==> src/rtl/pipe_scheduler.sv <==
// pipe_scheduler
//   Scroll sequencer for the pipe-column shifter chain of the 16-row LED matrix.
//   It divides clkM into a one-cycle scroll strobe and marks every PIPE_SPACING-th
//   strobe as a spawn. It also presents the next pipe column, whose gap position
//   comes from an 8-bit LFSR that steps once per spawn.
//
// Ports
//   clkM        in   system clock
//   reset       in   synchronous, active-high reset
//   start       in   level, begins play from IDLE or resumes from HALT
//   gameover    in   level from collision logic, freezes the playfield
//   speed[1:0]  in   tick period = SHIFT_DIV >> speed, sampled at each reload
//   shift_en    out  one-cycle scroll strobe
//   spawn       out  one-cycle injection pulse, only together with shift_en
//   newPipe     out  pending column, bit i = row i, 1 = pipe, 0 = gap
//   gap_row     out  lowest gap row of the pending column (1..11)
//   pipe_count  out  pipes spawned since play (re)started, saturating at 255
//   state       out  00 IDLE, 01 RUN, 10 HALT
module pipe_scheduler #(
  parameter int unsigned SHIFT_DIV    = 8,
  parameter int unsigned PIPE_SPACING = 3,
  parameter int unsigned GAP_H        = 4,
  parameter logic [7:0]  LFSR_SEED    = 8'hA5
) (
  input  logic        clkM,
  input  logic        reset,
  input  logic        start,
  input  logic        gameover,
  input  logic [1:0]  speed,
  output logic        shift_en,
  output logic        spawn,
  output logic [15:0] newPipe,
  output logic [3:0]  gap_row,
  output logic [7:0]  pipe_count,
  output logic [1:0]  state
);

  localparam int PW = $clog2(SHIFT_DIV + 1);
  localparam int SW = (PIPE_SPACING > 1) ? $clog2(PIPE_SPACING) : 1;
  localparam logic [7:0]    SEED       = (LFSR_SEED == 8'h00) ? 8'h01 : LFSR_SEED;
  localparam logic [SW-1:0] SPACE_LAST = SW'(PIPE_SPACING - 1);
  // Number of legal gap positions' wrap point: rows 1..(16-GAP_H-1) as lowest gap row.
  localparam logic [3:0]    GAP_MOD    = 4'(16 - GAP_H - 1);

  typedef enum logic [1:0] {
    IDLE = 2'b00,
    RUN  = 2'b01,
    HALT = 2'b10
  } state_t;

  state_t        state_q, state_d;
  logic [PW-1:0] presc_q, presc_d;
  logic [PW-1:0] period_q, period_d;
  logic [SW-1:0] space_q, space_d;
  logic [7:0]    lfsr_q, lfsr_d;
  logic [7:0]    count_q, count_d;
  logic [15:0]   newpipe_q, newpipe_d;
  logic [3:0]    gap_q, gap_d;

  logic [31:0]   div_full;
  logic [PW-1:0] reload_val;
  logic          tick;
  logic [7:0]    pat_src;
  logic [3:0]    gap_raw;
  logic [3:0]    gap_top;

  // Period for the next scroll interval. SHIFT_DIV>>3 can reach 1, which would
  // strobe every cycle; the floor of 2 keeps shift_en from ever being high on
  // two consecutive cycles.
  assign div_full   = SHIFT_DIV >> speed;
  assign reload_val = (div_full < 32'd2) ? PW'(2) : div_full[PW-1:0];

  assign tick     = (state_q == RUN) && (presc_q == period_q - PW'(1));
  // gameover and reset both suppress a tick that falls in the same cycle.
  assign shift_en = tick && !gameover && !reset;
  assign spawn    = shift_en && (space_q == SPACE_LAST);

  always_comb begin
    state_d  = state_q;
    presc_d  = presc_q;
    period_d = period_q;
    space_d  = space_q;
    lfsr_d   = lfsr_q;
    count_d  = count_q;
    case (state_q)
      IDLE: begin
        presc_d = '0;
        space_d = '0;
        if (start) begin
          state_d  = RUN;
          count_d  = 8'd0;
          period_d = reload_val;
        end
      end
      RUN: begin
        if (gameover) begin
          // Everything freezes where it is; resume clears the counters anyway.
          state_d = HALT;
        end else if (tick) begin
          presc_d  = '0;
          period_d = reload_val;
          if (space_q == SPACE_LAST) begin
            space_d = '0;
            lfsr_d  = {lfsr_q[6:0], lfsr_q[7] ^ lfsr_q[5] ^ lfsr_q[4] ^ lfsr_q[3]};
            count_d = (count_q == 8'hFF) ? count_q : count_q + 8'd1;
          end else begin
            space_d = space_q + SW'(1);
          end
        end else begin
          presc_d = presc_q + PW'(1);
        end
      end
      HALT: begin
        if (start && !gameover) begin
          state_d  = RUN;
          presc_d  = '0;
          space_d  = '0;
          count_d  = 8'd0;
          period_d = reload_val;
        end
      end
      default: state_d = IDLE;
    endcase
  end

  always_ff @(posedge clkM) begin
    if (reset) begin
      state_q  <= IDLE;
      presc_q  <= '0;
      period_q <= PW'(SHIFT_DIV);
      space_q  <= '0;
      lfsr_q   <= SEED;
      count_q  <= 8'd0;
    end else begin
      state_q  <= state_d;
      presc_q  <= presc_d;
      period_q <= period_d;
      space_q  <= space_d;
      lfsr_q   <= lfsr_d;
      count_q  <= count_d;
    end
  end

  // The column pattern is derived from the *next* LFSR value so the registered
  // pattern always matches lfsr_q: it holds steady through a spawn and shows the
  // new column on the cycle right after it.
  assign pat_src = reset ? SEED : lfsr_d;
  assign gap_raw = (pat_src[3:0] >= GAP_MOD) ? pat_src[3:0] - GAP_MOD : pat_src[3:0];
  assign gap_d   = gap_raw + 4'd1;
  assign gap_top = gap_d + 4'(GAP_H - 1);

  genvar gi;
  generate
    for (gi = 0; gi < 16; gi++) begin : g_row
      assign newpipe_d[gi] = !((4'(gi) >= gap_d) && (4'(gi) <= gap_top));
    end
  endgenerate

  always_ff @(posedge clkM) begin
    newpipe_q <= newpipe_d;
    gap_q     <= gap_d;
  end

  assign newPipe    = newpipe_q;
  assign gap_row    = gap_q;
  assign pipe_count = count_q;
  assign state      = state_q;

endmodule
==> config.mk <==
export PLATFORM = sky130hd
export DESIGN_NAME = pipe_scheduler
export DESIGN_NICKNAME = d
export VERILOG_FILES = /design/src/rtl/pipe_scheduler.sv
export SDC_FILE = /design/constraint.sdc
export NUM_CORES = 1
export LEC_CHECK = 0
export CAP_MARGIN = 20
export CORE_ASPECT_RATIO = 1.75
export CORE_MARGIN = 5
export CORE_UTILIZATION = 47
export DETAILED_ROUTE_END_ITERATION = 12
export PLACE_DENSITY = 0.8
export SYNTH_ARGS = -nofsm -noshare
export SYNTH_HDL_FRONTEND = slang
export SYNTH_SLANG_ARGS = --single-unit
==> constraint.sdc <==
create_clock -name clkM -period 4.8 [get_ports clkM]
set_clock_uncertainty 0.15 [all_clocks]
set_input_delay 0.96 -clock clkM [delete_from_list [all_inputs] [get_ports clkM]]
set_output_delay 0.96 -clock clkM [all_outputs]
set_load 0.02 [all_outputs]
* After elaboration in Yosys (flattened, before gate mapping)
Index checks and enable logic that the tools add are counted.
** Storage, ports and cells
- Input port bits :: 6
- Memory bits (writable) :: 0
- Bits in registers :: 48
- Memories kept :: 0
- Output and inout bits :: 32
- ROM bits :: 0
- Latch bits :: 0
** Cells by class
- Bitwise logic cells :: 4
- Reductions and logical operators :: 47
- $mul :: 0
- Order comparisons :: 34
- Multiplexer cells :: 32
- Shift-type cells :: 1
- Div/mod/pow operators :: 0
- Equality and inequality tests :: 12
- Add/subtract/negate cells :: 7
** Operators by type and width (number)
- 2-to-1 mux 4 bit :: 14
- 2-to-1 mux 8 bit :: 6
- >= comparator 4 bit, first input constant :: 8
- <= comparator 4 bit, first input constant :: 8
- < comparator 32 x 2 -> 1 bit, second input constant :: 1
- right shift 4 x 2 -> 32 bit, first input constant :: 1
- one-hot mux 4 bit (3 select lines) :: 2
- one-hot mux 8 bit (3 select lines) :: 1
- logical AND 1 bit :: 21
- logical NOT 1 bit :: 18
- >= comparator 3 x 4 -> 1 bit, first input constant :: 4
- <= comparator 3 x 4 -> 1 bit, first input constant :: 4
- 2-to-1 mux 2 bit :: 7
- != test 2 bit, second input constant :: 6
- one-hot mux 2 bit (3 select lines) :: 2
- adder 4 x 1 -> 4 bit, second input constant :: 2
- adder 8 x 1 -> 8 bit, second input constant :: 1
- equality test 8 bit, second input constant :: 1
- >= comparator 1 x 4 -> 1 bit, first input constant :: 2
- >= comparator 2 x 4 -> 1 bit, first input constant :: 2
- <= comparator 1 x 4 -> 1 bit, first input constant :: 2
- <= comparator 2 x 4 -> 1 bit, first input constant :: 2
- AND reduction 4 bit :: 2
- AND reduction 7 bit :: 1
- 15 further kinds :: 19

* Depth between registers and ports, before layout
- Word-level depth :: 15
- Depth in mapped cells :: 18
- Mapped depth without buffers :: 17

* Least setup slack after synthesis
Ideal clock, no wire load.
- Path kind :: in2reg
- From :: input gameover
- To :: register newpipe_q[3] (netlist: newPipe[3])
- Data arrival time :: 4909 ps
- Path slack :: -386 ps
- Stages on the path :: 15
- Library setup time :: 127 ps
- Path through :: nand2b_1 or3_4 o31a_1 a21oi_1 ha_1 nor2_1 a41oi_1 o221ai_1 xnor2_1 ha_1 clkbuf_1 inv_1 or3_1 and2_1 or3_1
** Between the ends
- Word-level cells in the longest chain between the ends :: 10
** Ends and longest elaborated chain
- start: declaration :: RTL line 28 : input logic gameover,
- 2-to-1 mux 4 bit * :: RTL line 96 : if (gameover) begin
- 2-to-1 mux 4 bit * :: RTL line 85 : case (state_q)
- 2-to-1 mux 4 bit *
- net pat_src[0] :: RTL line 63 : logic [7:0] pat_src;
- subtractor 4 bit or >= comparator 4 bit (tied branches) :: RTL line 148 : assign gap_raw = (pat_src[3:0] >= GAP_MOD) ? pat_src[3:0] - GAP_MOD : pat_src[3:0];
- 2-to-1 mux 4 bit * :: RTL line 148
- adder 4 x 1 -> 4 bit * :: RTL line 149 : assign gap_d = gap_raw + 4'd1;
- net gap_d[2] :: RTL line 58 : logic [3:0] gap_q, gap_d;
- adder 4 x 2 -> 4 bit :: RTL line 150 : assign gap_top = gap_d + 4'(GAP_H - 1);
- <= comparator 2 x 4 -> 1 bit :: RTL line 155 : assign newpipe_d[gi] = !((4'(gi) >= gap_d) && (4'(gi) <= gap_top));
- logical AND 1 bit * :: RTL line 155
- logical NOT 1 bit * :: RTL line 155
- net newpipe_d[3] :: RTL line 57 : logic [15:0] newpipe_q, newpipe_d;
- end signal: assignment :: RTL line 160 : newpipe_q <= newpipe_d;
- end: declaration :: RTL line 57
The timed path passes the listed nets; every way through them passes the cells marked *.
A chain may end at the register's enable or synchronous reset.

* Final worst setup path
Ends and elaborated chain as after synthesis.

==> results.md <==
- Fin. Hold Viols: 0
- Clock slew at reported path FFs: 0.08 ns
- Syn nets: 280
- Synth Instances: 266
- GRT Total Usage: 17.7%
- Crit end category: register
- Crit path launch type: input pin
- IO Pins: 38
- Clock Path Buffers: 2
- Period utilization: 94.9%
- Router iterations before antenna repair: 4
- Setup repair after global routing missed its margin: no
- Met1 track demand over resource: 14.5%
- Clock Latency Late Sink: 0.30 ns
- Antenna Cells: 0
- Synthesis-stage register bit count: 48
- Fraction of layout cells with a size suffix above 1: 12.2%
- VDD IR max: 0.240 mV
- Netlist cell types: 48
- Worst-path fanout max: 3
- Worst-margin pin slew: 0.676 ns
- Avg WL per Cell: 14.7 microns
- Met3 Resource Use GR: 3.74%
- # setup viols final: 0
- Via density: 5.75
- Die ar.: 6440 sq um
- Design Area, Final: 2980 sq um
- Worst setup path class: in2reg
- Critical R2R Capture: newPipe[3]$_DFF_P_
- NumNets Final: 333
- Post-DP Area: 2850 sq um
- Syn avg cell area: 8.63 sq um
- Asr flop ratio synth: 0%
- Worst Slack Setup Final: 0.247 ns
- Final Util: 63.3%
- Post-route ant nets: 0
- DR vias: 2134
- Crit path time final: 4.55 ns
- Simple-gate share of the synthesized area: 24.5%
- Slew headroom: 54.6%
- Net Sw Frac: 21.8%
- Worst slack, placed: -0.0669 ns
- Reg2Reg Setup Slack: 0.58 ns
- RePlAce Congestion: 0.911
- IO Port Bufs: 37
- Post-Synth Adder-Cell Area: 4.36%
- Filler instances: 434
- Clk sink count: 48
- Hold worst-path end: lfsr_q[6]$_SDFFE_PP0P_
- Cell Area, Synth: 2300 sq um
- Status: complete, no violations
- Met2 Use GR: 35.0%
- EDFF count, synth: 0
- First-pass GRT wire length: 9070 microns
- Die X: 62.8 microns
- XOR/XNOR share of the synthesized area: 7.47%
- Residual DRC count: 0
- Int Pwr: 634 uW
- Yosys warning total: 0
- Starting Density: 48.8%
- CP Data Arrival Time: 4.59 ns
- Seq/Total Area, Yosys: 41.9%
- Power Density: 272 nW/um^2
- H-tree depth: 2
- Number of core rows: 33
- Max-Cap Viols: 0
- Cts bufs inserted: 5
- Mux contribution to synthesized area: 2.89%
- Highest cell delay on the worst timing path: 0.43 ns
- Sw power: 177 uW
- Final std cells w/o fill: 371
- Synth-to-Final Area Change: 29.9%
- Root Driver: clkbuf_8
- TritonCTS clock tree: yes
- Largest net degree at the start of global routing: 16
- Post-DP HPWL: 4300 microns
- Initial DRC count: 65
- RR Startpoint: period_q[0]$_SDFFE_PP0P_
- Post-CTS setup buffers: 0
- WL final: 5440 microns
- Gr busiest metal: met2
- CTS resizes: 0
- Max frequency: 220 MHz
- # placed instances: 364
- Clock power share: 41.5%
- Die Y-Extent: 102 microns
- Flop pwr share: 50.4%
- Worst EP required: 4.84 ns
- Hold WC Path Type: reg2reg
- Hold Crit Start: lfsr_q[6]$_SDFFE_PP0P_
- Final Slew Violations: 0
- Main combinational cell family by area after synthesis: simple AND/OR/NAND/NOR gates
- WHS Path Cells: 2
- Count of buffer and inverter cells on the critical path: 2
- Most used cell, CP: or3_1
- Crit path max-delay family: simple AND/OR/NAND/NOR gates
- CP cell instances: clkdlybuf4s50_1 -> nand2b_1 -> or3_4 -> o31a_1 -> a21oi_4 -> ha_2 -> nor2_1 -> a41oi_1 -> o221ai_2 -> mux2_2 -> ha_1 -> inv_1 -> or3_1 -> and2_1 -> or3_1
- Vias in the first global route: 2195
- Core Region: 4710 sq um
- Gate power share: 8.1%
- Antenna violations before repair: 0
- CTS Hold Buffers Added: 0
- Crit path max-delay cell type: or3_1
- Leakage: 1.14 nW
- GRT overflow: 0
- Cells on worst reg2reg path: 16
- Compound-cell area share of the yosys netlist: 15.9%
- Synth Flop Type: dfxtp_1
## Yosys cell counts, drive strengths merged, types with 2 or more instances
library cell | number | area share [%]
dfxtp | 48 | 42
nor2 | 34 | 5.7
nand2 | 26 | 4.3
a21oi | 19 | 4.1
nand3 | 13 | 2.8
o21ai | 13 | 2.8
inv | 11 | 1.9
xor2 | 9 | 3.4
ha | 8 | 4.4
nand4 | 8 | 2.2
nor3 | 8 | 2.7
xnor2 | 8 | 3.1
clkbuf | 6 | 0.98
or3 | 6 | 1.9
nand2b | 5 | 1.4
mux2i | 4 | 1.7
a211oi | 3 | 0.98
nor2b | 3 | 0.82
o211ai | 3 | 1.6
o31a | 3 | 1.1
a41oi | 2 | 0.76
and2 | 2 | 0.54
and3 | 2 | 0.54
mux2 | 2 | 1.1
nor3b | 2 | 0.65
o221ai | 2 | 0.76
o31ai | 2 | 0.65
## power by group through the flow
stage | registers [mW] | logic, mW | clock network, mW
CTS | 0.409 | 0.0656 | 0.342
detailed placement | 0.418 | 0.0652 | 0
global placement | 0.418 | 0.0629 | 0
floorplan | 0.418 | 0.0434 | 0
global route | 0.410 | 0.0715 | 0.359
finish | 0.409 | 0.0654 | 0.336
## per-stage QoR
step	total power [mW]	setup TNS (ns)	hold WS, ns
after floorplan	0.461	0	0.287
final	0.810	0	0.325
after global routing	0.841	0	0.354
after detailed placement	0.483	-0.0669	0.316
after CTS	0.817	0	0.330
after global placement	0.481	0	0.299
## tightest hold or removal path, delay by kind of cell (launching register included)
kind             cells  cell delay (ns)
AO/OA/AOI/OAI        1             0.06
AND/OR/NAND/NOR      1             0.06
flip-flops           1             0.32
## state kept, by name, indices dropped and copies added (netlist names)
name,count
newPipe,16
state,2
pipe_count,8
space_q,2
lfsr_q,8
gap_row,4
period_q,4
presc_q,4
## worst max path at each step
stage               startpoint                 end  slack [ns]  depth (start not counted)
floorplan             gameover  newPipe[3]$_DFF_P_        0.04                         15
global placement      gameover  newPipe[3]$_DFF_P_        0.07                         15
detailed placement    gameover  newPipe[3]$_DFF_P_       -0.07                         15
CTS                   gameover  newPipe[3]$_DFF_P_        0.25                         15
global route          gameover  newPipe[3]$_DFF_P_        0.09                         15
finish                gameover  newPipe[3]$_DFF_P_        0.25                         15
## layout by cell type (no fill, tap or decap), types with 3 or more instances in the layout
master and count:
dfxtp_1 48, ha_1 7, nor2_1 33, a211oi_1 3, nand3_1 13, nor3_1 6
clkdlybuf4s50_1 37, o31a_1 3, inv_1 8, mux2i_1 4, xor2_1 9, buf_4 16
or3_1 5, nand2_1 26, nand2b_1 5, a21oi_1 18, o21ai_0 13, clkbuf_8 5
xnor2_1 7, nand4_1 8, nor2b_1 3
## kinds of logic after synthesis
kind of cell	count (synthesis)
AOI/OAI and AO/OA	56
xor gates and xnor gates	18
adders and majority gates	8
buffers and inverters	18
DFF	48
muxes	6
and+or+nand+nor	112
## routing by layer
metal	vias up	wire, microns
met2	80	3000
li1	1047	-
met5	-	0
met1	979	1860
met4	0	330
met3	28	255
## layout make-up
class / count / area, sq um / share of cell area [%]
multi-input combinational: 200 / 1290 / 43.3
clock buffer: 5 / 68.8 / 2.31
inverter: 11 / 43.8 / 1.47
tap: 52 / 65.1 / 2.18
clock inverter: 2 / 60.1 / 2.01
timing repair buffer: 53 / 490 / 16.4
sequential: 48 / 961 / 32.2
(Power assumes the default switching activity.)
